[src/rtl/cnn_pkg.sv]
// rtl/cnn_pkg.sv - shared types, tap constants and saturation helpers for the CNN cell iterator
package cnn_pkg;

    // Sequencer phases: bias+control sum, feedback sum, state update, completion.
    typedef enum logic [2:0] {
        S_IDLE,
        S_BU,
        S_AY,
        S_UPD,
        S_DONE
    } state_t;

    localparam int TAPS   = 9;
    localparam int CENTRE = 4;

    // Clamp a wide signed value into the range of a width-bit two's-complement word.
    function automatic logic signed [63:0] sat_w(input logic signed [63:0] v, input int width);
        logic signed [63:0] hi;
        logic signed [63:0] lo;
        hi = (64'sd1 <<< (width - 1)) - 64'sd1;
        lo = -(64'sd1 <<< (width - 1));
        if (v > hi) begin
            return hi;
        end
        if (v < lo) begin
            return lo;
        end
        return v;
    endfunction

    // Piecewise-linear cell output: clamp to [-ONE, +ONE] where ONE = 2^frac.
    function automatic logic signed [63:0] sat_1(input logic signed [63:0] v, input int frac);
        logic signed [63:0] one;
        one = 64'sd1 <<< frac;
        if (v > one) begin
            return one;
        end
        if (v < -one) begin
            return -one;
        end
        return v;
    endfunction

endpackage

[src/rtl/cnn_cell_iter_if.sv]
// rtl/cnn_cell_iter_if.sv - control, template and status bundle for cnn_cell_iter
// Ports (master drives, slave = cell):
//   start, init_x, bias_i, n_iter, a_coef, b_coef, u_in, y_nbr : master -> cell
//   busy, done, iter_strobe, iter_cnt, x_out, y_out            : cell -> master
interface cnn_cell_iter_if
    import cnn_pkg::*;
#(
    parameter int WIDTH  = 9,
    parameter int ITER_W = 8
) ();

    logic                          start;
    logic signed [WIDTH-1:0]       init_x;
    logic signed [WIDTH-1:0]       bias_i;
    logic        [ITER_W-1:0]      n_iter;
    logic        [TAPS*WIDTH-1:0]  a_coef;
    logic        [TAPS*WIDTH-1:0]  b_coef;
    logic        [TAPS*WIDTH-1:0]  u_in;
    logic        [TAPS*WIDTH-1:0]  y_nbr;

    logic                          busy;
    logic                          done;
    logic                          iter_strobe;
    logic        [ITER_W-1:0]      iter_cnt;
    logic signed [WIDTH-1:0]       x_out;
    logic signed [WIDTH-1:0]       y_out;

    modport master (
        output start, init_x, bias_i, n_iter, a_coef, b_coef, u_in, y_nbr,
        input  busy, done, iter_strobe, iter_cnt, x_out, y_out
    );

    modport slave (
        input  start, init_x, bias_i, n_iter, a_coef, b_coef, u_in, y_nbr,
        output busy, done, iter_strobe, iter_cnt, x_out, y_out
    );

endinterface

[src/rtl/cnn_cell_mac.sv]
// rtl/cnn_cell_mac.sv - signed multiply, arithmetic >>> FRAC, accumulate with clear/enable
// Ports:
//   clk, rst       : clock, synchronous active-high reset
//   clr_i          : restart the sum (same cycle as the first enabled term)
//   en_i           : add a_i*b_i >>> FRAC this cycle
//   a_i, b_i       : signed Q operands
//   sum_o          : running sum including this cycle's term (combinational)
module cnn_cell_mac #(
    parameter int WIDTH = 9,
    parameter int FRAC  = 4,
    parameter int ACC_W = 2 * WIDTH + 5
) (
    input  logic                    clk,
    input  logic                    rst,
    input  logic                    clr_i,
    input  logic                    en_i,
    input  logic signed [WIDTH-1:0] a_i,
    input  logic signed [WIDTH-1:0] b_i,
    output logic signed [ACC_W-1:0] sum_o
);

    logic signed [2*WIDTH-1:0] prod;
    logic signed [2*WIDTH-1:0] prod_sh;
    logic signed [ACC_W-1:0]   term;
    logic signed [ACC_W-1:0]   base;
    logic signed [ACC_W-1:0]   acc_q;

    always_comb begin
        prod    = a_i * b_i;
        prod_sh = prod >>> FRAC;
        term    = ACC_W'(prod_sh);
        base    = clr_i ? '0 : acc_q;
        sum_o   = en_i ? (base + term) : base;
    end

    always_ff @(posedge clk) begin
        if (rst) begin
            acc_q <= '0;
        end else if (clr_i || en_i) begin
            acc_q <= sum_o;
        end
    end

endmodule

[src/rtl/cnn_cell_iter.sv]
// rtl/cnn_cell_iter.sv - single CNN cell, forward-Euler iteration of dx/dt = -x + A*y + B*u + I
// Ports:
//   clk, rst : clock, synchronous active-high reset
//   bus      : cnn_cell_iter_if.slave (start/templates in, busy/done/strobe/state out)
// One shared MAC walks the nine taps: once for B*u + I per run, then once per iteration for A*y.
module cnn_cell_iter
    import cnn_pkg::*;
#(
    parameter int WIDTH      = 9,
    parameter int FRAC       = 4,
    parameter int ITER_W     = 8,
    parameter int STEP_SHIFT = 2,
    parameter int ACC_W      = 2 * WIDTH + 5
) (
    input  logic              clk,
    input  logic              rst,
    cnn_cell_iter_if.slave    bus
);

    state_t                    state_q, state_d;
    logic [3:0]                tap_q, tap_d;
    logic signed [WIDTH-1:0]   x_q, y_q, bias_q;
    logic [TAPS*WIDTH-1:0]     a_q, b_q, u_q;
    logic [ITER_W-1:0]         n_iter_q, iter_cnt_q;
    logic signed [ACC_W-1:0]   bu_q, ay_q;
    logic                      strobe_q;

    logic                      accept;
    logic                      last_tap;
    logic [ITER_W:0]           iter_next;
    logic                      more_iter;

    logic signed [WIDTH-1:0]   a_tap, b_tap, u_tap, y_tap;
    logic signed [WIDTH-1:0]   mac_a, mac_b;
    logic                      mac_en, mac_clr;
    logic signed [ACC_W-1:0]   mac_sum;

    logic signed [ACC_W-1:0]   x_ext, diff, step, x_wide;
    logic signed [WIDTH-1:0]   x_upd, y_upd, y_init;

    assign accept    = (state_q == S_IDLE) && bus.start;
    assign last_tap  = (tap_q == 4'(TAPS - 1));
    assign iter_next = {1'b0, iter_cnt_q} + (ITER_W + 1)'(1);
    assign more_iter = iter_next < {1'b0, n_iter_q};

    // Sequencer
    always_comb begin
        state_d = state_q;
        tap_d   = tap_q;
        case (state_q)
            S_IDLE: begin
                if (bus.start) begin
                    state_d = S_BU;
                    tap_d   = '0;
                end
            end
            S_BU: begin
                if (last_tap) begin
                    tap_d   = '0;
                    state_d = (n_iter_q != '0) ? S_AY : S_DONE;
                end else begin
                    tap_d = tap_q + 4'd1;
                end
            end
            S_AY: begin
                if (last_tap) begin
                    tap_d   = '0;
                    state_d = S_UPD;
                end else begin
                    tap_d = tap_q + 4'd1;
                end
            end
            S_UPD:   state_d = more_iter ? S_AY : S_DONE;
            S_DONE:  state_d = S_IDLE;
            default: state_d = S_IDLE;
        endcase
    end

    // Tap selection; the centre feedback tap uses this cell's own output, not y_nbr.
    always_comb begin
        a_tap = '0;
        b_tap = '0;
        u_tap = '0;
        y_tap = '0;
        for (int k = 0; k < TAPS; k++) begin
            if (tap_q == 4'(k)) begin
                a_tap = a_q[k*WIDTH +: WIDTH];
                b_tap = b_q[k*WIDTH +: WIDTH];
                u_tap = u_q[k*WIDTH +: WIDTH];
                y_tap = (k == CENTRE) ? y_q : bus.y_nbr[k*WIDTH +: WIDTH];
            end
        end
    end

    assign mac_en  = (state_q == S_BU) || (state_q == S_AY);
    assign mac_clr = mac_en && (tap_q == 4'd0);
    assign mac_a   = (state_q == S_AY) ? a_tap : b_tap;
    assign mac_b   = (state_q == S_AY) ? y_tap : u_tap;

    cnn_cell_mac #(
        .WIDTH (WIDTH),
        .FRAC  (FRAC),
        .ACC_W (ACC_W)
    ) u_mac (
        .clk   (clk),
        .rst   (rst),
        .clr_i (mac_clr),
        .en_i  (mac_en),
        .a_i   (mac_a),
        .b_i   (mac_b),
        .sum_o (mac_sum)
    );

    // Euler step in accumulator width; only the written-back state saturates.
    always_comb begin
        x_ext  = ACC_W'(x_q);
        diff   = ay_q + bu_q - x_ext;
        step   = diff >>> STEP_SHIFT;
        x_wide = x_ext + step;
        x_upd  = WIDTH'(sat_w(64'(x_wide), WIDTH));
        y_upd  = WIDTH'(sat_1(64'(x_upd), FRAC));
        y_init = WIDTH'(sat_1(64'(bus.init_x), FRAC));
    end

    always_ff @(posedge clk) begin
        if (rst) begin
            state_q    <= S_IDLE;
            tap_q      <= '0;
            x_q        <= '0;
            y_q        <= '0;
            bias_q     <= '0;
            a_q        <= '0;
            b_q        <= '0;
            u_q        <= '0;
            n_iter_q   <= '0;
            iter_cnt_q <= '0;
            bu_q       <= '0;
            ay_q       <= '0;
            strobe_q   <= 1'b0;
        end else begin
            state_q  <= state_d;
            tap_q    <= tap_d;
            // Strobe lands in the cycle the new x is visible.
            strobe_q <= (state_q == S_UPD);
            if (accept) begin
                x_q        <= bus.init_x;
                y_q        <= y_init;
                bias_q     <= bus.bias_i;
                n_iter_q   <= bus.n_iter;
                a_q        <= bus.a_coef;
                b_q        <= bus.b_coef;
                u_q        <= bus.u_in;
                iter_cnt_q <= '0;
            end
            if ((state_q == S_BU) && last_tap) begin
                bu_q <= ACC_W'(bias_q) + mac_sum;
            end
            if ((state_q == S_AY) && last_tap) begin
                ay_q <= mac_sum;
            end
            if (state_q == S_UPD) begin
                x_q        <= x_upd;
                y_q        <= y_upd;
                iter_cnt_q <= iter_next[ITER_W-1:0];
            end
        end
    end

    assign bus.busy        = (state_q != S_IDLE);
    assign bus.done        = (state_q == S_DONE);
    assign bus.iter_strobe = strobe_q;
    assign bus.iter_cnt    = iter_cnt_q;
    assign bus.x_out       = x_q;
    assign bus.y_out       = y_q;

endmodule

[src/flat_wrapper.sv]
// flat-port wrapper written by rule: the top's interface ports become plain ports
module cnn_cell_iter_flat import cnn_pkg::*;
#(
    parameter int WIDTH      = 9,
    parameter int FRAC       = 4,
    parameter int ITER_W     = 8,
    parameter int STEP_SHIFT = 2,
    parameter int ACC_W      = 2 * WIDTH + 5
)
  (clk, rst, bus_start, bus_init_x, bus_bias_i, bus_n_iter, bus_a_coef, bus_b_coef, bus_u_in, bus_y_nbr, bus_busy, bus_done, bus_iter_strobe, bus_iter_cnt, bus_x_out, bus_y_out);
  cnn_cell_iter_if #(.WIDTH(WIDTH), .ITER_W(ITER_W)) bus_i ();
  input  logic clk;
  input  logic rst;
  input wire logic [$bits(bus_i.start)-1:0] bus_start;
  input wire logic [$bits(bus_i.init_x)-1:0] bus_init_x;
  input wire logic [$bits(bus_i.bias_i)-1:0] bus_bias_i;
  input wire logic [$bits(bus_i.n_iter)-1:0] bus_n_iter;
  input wire logic [$bits(bus_i.a_coef)-1:0] bus_a_coef;
  input wire logic [$bits(bus_i.b_coef)-1:0] bus_b_coef;
  input wire logic [$bits(bus_i.u_in)-1:0] bus_u_in;
  input wire logic [$bits(bus_i.y_nbr)-1:0] bus_y_nbr;
  output wire logic [$bits(bus_i.busy)-1:0] bus_busy;
  output wire logic [$bits(bus_i.done)-1:0] bus_done;
  output wire logic [$bits(bus_i.iter_strobe)-1:0] bus_iter_strobe;
  output wire logic [$bits(bus_i.iter_cnt)-1:0] bus_iter_cnt;
  output wire logic [$bits(bus_i.x_out)-1:0] bus_x_out;
  output wire logic [$bits(bus_i.y_out)-1:0] bus_y_out;
  assign bus_i.start = bus_start;
  assign bus_i.init_x = bus_init_x;
  assign bus_i.bias_i = bus_bias_i;
  assign bus_i.n_iter = bus_n_iter;
  assign bus_i.a_coef = bus_a_coef;
  assign bus_i.b_coef = bus_b_coef;
  assign bus_i.u_in = bus_u_in;
  assign bus_i.y_nbr = bus_y_nbr;
  assign bus_busy = bus_i.busy;
  assign bus_done = bus_i.done;
  assign bus_iter_strobe = bus_i.iter_strobe;
  assign bus_iter_cnt = bus_i.iter_cnt;
  assign bus_x_out = bus_i.x_out;
  assign bus_y_out = bus_i.y_out;
  cnn_cell_iter #(.WIDTH(WIDTH), .FRAC(FRAC), .ITER_W(ITER_W), .STEP_SHIFT(STEP_SHIFT), .ACC_W(ACC_W)) u_core (.clk(clk), .rst(rst), .bus(bus_i));
endmodule
[config.mk]
export PLATFORM = sky130hd
export DESIGN_NAME = cnn_cell_iter_flat
export DESIGN_NICKNAME = d
export VERILOG_FILES = /design/src/rtl/cnn_pkg.sv /design/src/rtl/cnn_cell_iter_if.sv /design/src/rtl/cnn_cell_mac.sv /design/src/rtl/cnn_cell_iter.sv /design/src/flat_wrapper.sv
export SDC_FILE = /design/constraint.sdc
export NUM_CORES = 1
export LEC_CHECK = 0
export ABC_AREA = 1
export CORE_MARGIN = 1.5
export CORE_UTILIZATION = 60
export DETAILED_ROUTE_END_ITERATION = 10
export MAX_ROUTING_LAYER = met4
export PLACE_DENSITY = 0.88
export RECOVER_POWER = 25
export SETUP_SLACK_MARGIN = 0.5
export SLEW_MARGIN = 20
export SYNTH_ARGS = -nofsm -noshare
export SYNTH_HDL_FRONTEND = slang
export SYNTH_SLANG_ARGS = --single-unit
[constraint.sdc]
create_clock -name clk -period 23.5 [get_ports clk]
set_input_delay 4.7 -clock clk [delete_from_list [all_inputs] [get_ports clk]]
set_output_delay 4.7 -clock clk [all_outputs]
set_load 0.1 [all_outputs]
# --- Yosys cells after proc, flatten, opt, wreduce, memory -nomap -nowiden ---
# Index checks and enable logic that the tools add are counted.
op_classes:
  magnitude_cmp: 7
  reduce_logical: 15
  add_sub_neg: 7
  multipliers: 1
  mux: 76
  n_eq_ne: 15
op_table:
  columns: ["operator", "n"]
  rows:
  - ["2-to-1 mux 9 bit", 54]
  - ["2-to-1 mux 23 bit", 2]
  - ["adder 23 x 14 -> 23 bit", 1]
  - ["adder 23 bit", 1]
  - ["adder 9 x 23 -> 23 bit", 1]
  - ["subtractor 23 x 9 -> 23 bit", 1]
  - ["adder 9 x 21 -> 22 bit", 1]
  - ["greater-than comparator 22 x 9 -> 1 bit (second input constant)", 1]
  - ["less-than comparator 22 x 9 -> 1 bit (second input constant)", 1]
  - ["greater-than comparator 9 x 6 -> 1 bit (second input constant)", 2]
  - ["less-than comparator 9 x 5 -> 1 bit (second input constant)", 2]
  - ["multiplier 9 x 9 -> 18 bit", 1]
  - ["== test 4 x 3 -> 1 bit (second input constant)", 4]
  - ["2-to-1 mux 8 bit", 2]
  - ["2-to-1 mux 3 bit", 5]
  - ["case mux 3 bit (4 select lines)", 1]
  - ["adder 8 x 1 -> 9 bit (second input constant)", 1]
  - ["less-than comparator 9 x 8 -> 1 bit", 1]
  - ["2-to-1 mux 1 bit", 9]
  - ["== test 4 x 2 -> 1 bit (second input constant)", 2]
  - ["2-to-1 mux 4 bit", 2]
  - ["case mux 4 bit (2 select lines)", 1]
  - ["nonzero test 8 bit", 1]
  - ["== test 3 x 2 -> 1 bit (second input constant)", 2]
  - ["other kinds (16)", 22]
word_totals:
  in_bits: 353
  ff_bits: 363
  out_inout_bits: 29

# --- Depth between registers and ports, before layout ---
logic_depth:
  depth_word: 15
  depth_mapped: 64
  mapped_depth_nobuf: 62

# --- Hierarchy ---
# A second synthesis with hierarchy kept.
hier_totals:
  cells_unflattened: 3635
  hier_area_um2: 24766.3
by_module_without_submodules:
  columns: ["mod", "cells_per_inst", "area_per_inst_um2", "n_inst", "seq_area_each_um2"]
  rows:
  - ["cnn_cell_iter", 2853, 19321.0, 1, 6806.5]
  - ["cnn_cell_mac", 782, 5445.2, 1, 460.4]

# --- Least setup slack after synthesis ---
# No wires, ideal clock.
synth_path:
  kind: "in2reg"
  start: "input port bus_y_nbr[3]"
  end: "register u_core.bu_q[22]"
  stages: 56
  arrival_ns: 13.068
  setup_time_ns: 0.064
  path_buffers: 0
  slack_ns: 10.368
  path_cell_list: "nand3_1 > nand3_1 > o21ai_0 > o21ai_0 > a21oi_1 > o211ai_1 > o21ai_0 > o21ai_0 > o21a_1 > nand2_1 > inv_1 > nand2_1 > fa_1 > fa_1 > inv_1 > fa_1 > fa_1 > inv_1 > (+20 left out) > nand3_1 > o21ai_2 > nand2_1 > nand2_1 > xnor2_1 > nand2_1 > nand2_1 > inv_1 > ha_1 > nand2_1 > nor4_1 > nand3_1 > nand3_1 > xor2_1 > nand3_1 > nand2_1 > nor2_1 > nor2_1"
synth_between:
  elab_chain_len: 14
synth_rtl:
  columns: ["element", "line", "rtl"]
  rows:
  - ["from (decl)", "flat_wrapper.sv:21", "input wire logic [$bits(bus_i.y_nbr)-1:0] bus_y_nbr;"]
  - ["2-to-1 mux 9 bit (9 in series)", "cnn_cell_iter.sv:86", "if (tap_q == 4'(k)) begin"]
  - ["2-to-1 mux 9 bit", "cnn_cell_iter.sv:98", "assign mac_b = (state_q == S_AY) ? y_tap : u_tap;"]
  - ["multiplier 9 x 9 -> 18 bit", "cnn_cell_mac.sv:29", "prod = a_i * b_i;"]
  - ["adder 23 x 14 -> 23 bit", "cnn_cell_mac.sv:33", "sum_o = en_i ? (base + term) : base;"]
  - ["2-to-1 mux 23 bit", "cnn_cell_mac.sv:33", null]
  - ["net u_core.mac_sum[19]", "cnn_cell_iter.sv:36", "logic signed [ACC_W-1:0] mac_sum;"]
  - ["adder 9 x 23 -> 23 bit", "cnn_cell_iter.sv:156", "bu_q <= ACC_W'(bias_q) + mac_sum;"]
  - ["to (signal assigned)", "cnn_cell_iter.sv:156", null]
  - ["to (decl)", "cnn_cell_iter.sv:25", "logic signed [ACC_W-1:0] bu_q, ay_q;"]
# The timed path passes the listed nets, and every way through them passes these cells.
# A chain may end at the register's enable or synchronous reset.

# --- Final worst setup path ---
layout_path:
  start: "input port bus_y_nbr[5]"
  end: "register u_core.bu_q[20]"
# Same word-level chain as after synthesis.

==> results.yml <==
clocking:
  clk_pin_slew_worst_paths_ns: 0.06
  post-cts-setup-buffers: 0
  cts_resized: 0
  cts_hold_buf: 0
  cts_buffers: 41
  cts_max_level: 2
  clk_path_buf_depth: 3
  insertion_delay_ns: 0.58
  cts_sinks: 363
  cts_tree: "built"
  cts-root-buf: "clkbuf_16"
grt:
  gr-usage-all-layers: 0.381
  grt_max_degree: 158
  grt_pass1_wl_mm: 123
  antenna_found_initial: 27
  grt_pass1_vias: 23900
  grt-ovfl-total: 0
sta:
  fin_crit_sh: 0.650
  rsz0062_at_grt: "no"
  hold_viol_final: 0
  drv_slew: 290
  tightest_slew_ns: 3.74
  skew_ns: 0.0248
  finalSetupTns_ns: 0
  setup_viol: 0
  slew_headroom: -1.51
  period_minus_slack_ns: 15.27
  max_freq_mhz: 65.5
critical_path:
  cp-start-kind: "primary input"
  crit_arrival_ns: 15.79
  worstPathMaxFanout: 6
  path_class: "in -> reg"
  slowest_delay_ns: 0.74
  end_kind: "register"
  cp.required_ns: 24.01
  path_buf_inv: 6
  crit_path_top_delay_cell: "o211ai_1"
  cp_top_family: "compound AO/OA/AOI/OAI gates"
synthesis:
  yosys.area.top_type: "dfxtp_1"
  synth-simple-area-share: 0.199
  synthMuxAreaShare: 0
  synth_edf_count: 0
  syn_inst: 3612
  yosysWarnings: 0
  synth-main-ff-cell: "dfxtp_1"
  synth_commonest_cells: "inv_1 (579), nand2_1 (510), o21ai_0 (505)"
  synth_top_family_by_area: "compound AO/OA/AOI/OAI gates"
  synth_xor_area_frac: 0.0292
  ys_seq_area_frac: 0.292
  ys_seq_elements: 363
  synth_cell_types: 51
  yosysMostFrequentCell: "inv_1"
  synth-compound-area-share: 0.219
  synth_top_area_frac: 0.292
  synth_area_sq_um: 24900
  synth_fa_ha_area_frac: 0.144
  async_flop_share: 0
  avgSynthCellArea_sq_um: 6.88
  syn_nets: 4194
  synth_top_cells_by_area: "dfxtp_1 (29%), o21ai_0 (10%), inv_1 (8.7%), nand2_1 (7.7%), fa_1 (7.6%)"
floorplanning:
  core_sq_um: 40800
  die_area_sq_um: 42700
  io_pins: 382
  row_count: 74
  die_y_um: 207
  die_w_um: 207
  start_util: 0.609
layout:
  post_route_cells_drive_above_1_share: 0.0433
  nNetsFinal: 4456
  num-fill-cells: 3195
  area_delta_synth_final_pct: 21.3
routing:
  viasPerCell: 5.70
  firstDrtPassIters: 6
  drt-wirelength-per-cell_um: 17.8
  routed_wl_mm: 79.6
  drtIter0Drc: 2636
  drcViolationCount: 0
  ant_nets: 0
  vias: 25500
place:
  hpwl_mm: 58.5
  port_buffers: 372
  gp_congestion: 0.971
status:
  failed_checks: "max-capacitance violations, max-slew violations"
  status: "complete, but fails checks"
min_path:
  min_path_type: "reg -> reg"
job:
  maxCapViolations: 3
[worst min-delay path, stage by stage, from the launching register on]
cell,delay [ns]
dfxtp_1,0.30
inv_1,0.05
a21oi_1,0.05
[worst paths after layout]
path                           startpoint                            to  slack [ns]  depth (start not counted)
min reg2reg   u_core.b_q[48]$_SDFFE_PP0P_   u_core.b_q[48]$_SDFFE_PP0P_        0.45                          2
max reg2reg  u_core.tap_q[0]$_SDFFE_PP0P_  u_core.bu_q[20]$_SDFFE_PP0P_       11.10                         54
max                          bus_y_nbr[5]  u_core.bu_q[20]$_SDFFE_PP0P_        8.23                         53
min           u_core.b_q[48]$_SDFFE_PP0P_   u_core.b_q[48]$_SDFFE_PP0P_        0.45                          2
[cells by family (layout without fill, tap and decap cells)]
group | Yosys count | in the layout
xor gates and xnor gates | 83 | 83
adders and majority gates | 229 | 229
other | 0 | 27
buffers and inverters | 765 | 1058
AOI/OAI and AO/OA | 996 | 996
and+or+nand+nor | 1176 | 1176
DFF | 363 | 363
[state kept, by name (all words and copies together), names as in the netlist]
name                    flops
u_core.a_q                 81
u_core.ay_q                23
u_core.b_q                 81
u_core.bias_q               9
u_core.bu_q                23
u_core.bus.iter_cnt         8
u_core.bus.iter_strobe      1
u_core.bus.x_out            9
u_core.bus.y_out            9
u_core.n_iter_q             8
u_core.state_q              3
u_core.tap_q                4
u_core.u_mac.acc_q         23
u_core.u_q                 81
[layer usage]
layer	routed length, um	global-route usage
met1	30700	0.454
met2	36700	0.612
met3	7340	0.0631
met4	4880	0.214
met5	0	-
[layout by cell type (no fill, tap or decap), types with 4 or more instances in the layout]
cell type,Yosys,routed
nor2_1,428,426
a221oi_1,9,9
ha_1,134,134
nand2_1,510,510
nand3b_1,5,5
clkdlybuf4s50_1,0,369
clkbuf_8,0,8
inv_1,579,577
nand4_1,25,25
diode_2,0,27
xor2_1,50,50
o21bai_1,12,12
a31oi_1,13,13
dfxtp_1,363,362
clkbuf_16,0,42
nand3_2,8,9
o21ai_1,7,7
nand3_1,125,124
nand2_2,17,17
nor2_2,13,13
o21a_1,13,13
nor2_4,5,7
o211ai_1,31,31
xnor2_1,33,33
clkbuf_1,145,12
buf_4,2,18
nor3_1,17,16
or2_2,7,7
a21oi_2,11,11
and2_1,4,4
o221ai_1,43,43
o21ai_0,505,505
nand2_4,4,4
inv_2,9,9
a21boi_0,4,4
a21oi_1,334,334
a21o_1,5,5
nor4_1,4,4
fa_1,95,95
clkinv_2,0,6
[area by class of cell]
type	count	area [sq um]	area share
antenna	27	67.6	0.00224
multi-input combinational	2484	14700	0.487
sequential	363	7270	0.241
inverter	592	2230	0.0741
clock inverter	14	161	0.00535
tap	532	666	0.0221
clock buffer	60	1200	0.0397
timing repair buffer	392	3860	0.128
[metrics by stage]
step | area (sq um) | setup slack [ns] | hold WS [ns] | instances | util
6_report | 30200 | 8.23 | 0.447 | 4464 | 0.739
5_1_grt | 30200 | 7.42 | 0.464 | 4464 | 0.739
4_1_cts | 30100 | 8.48 | 0.448 | 4437 | 0.737
3_5_place_dp | 28700 | 7.93 | 0.440 | 4363 | 0.704
3_3_place_gp | 28700 | 8.06 | 0.435 | 4363 | 0.704
2_1_floorplan | 24900 | 10.37 | 0.425 | 3612 | -
Power is not shown: default switching activity piles up to over one toggle a cycle in this logic, so the estimate is an artifact.
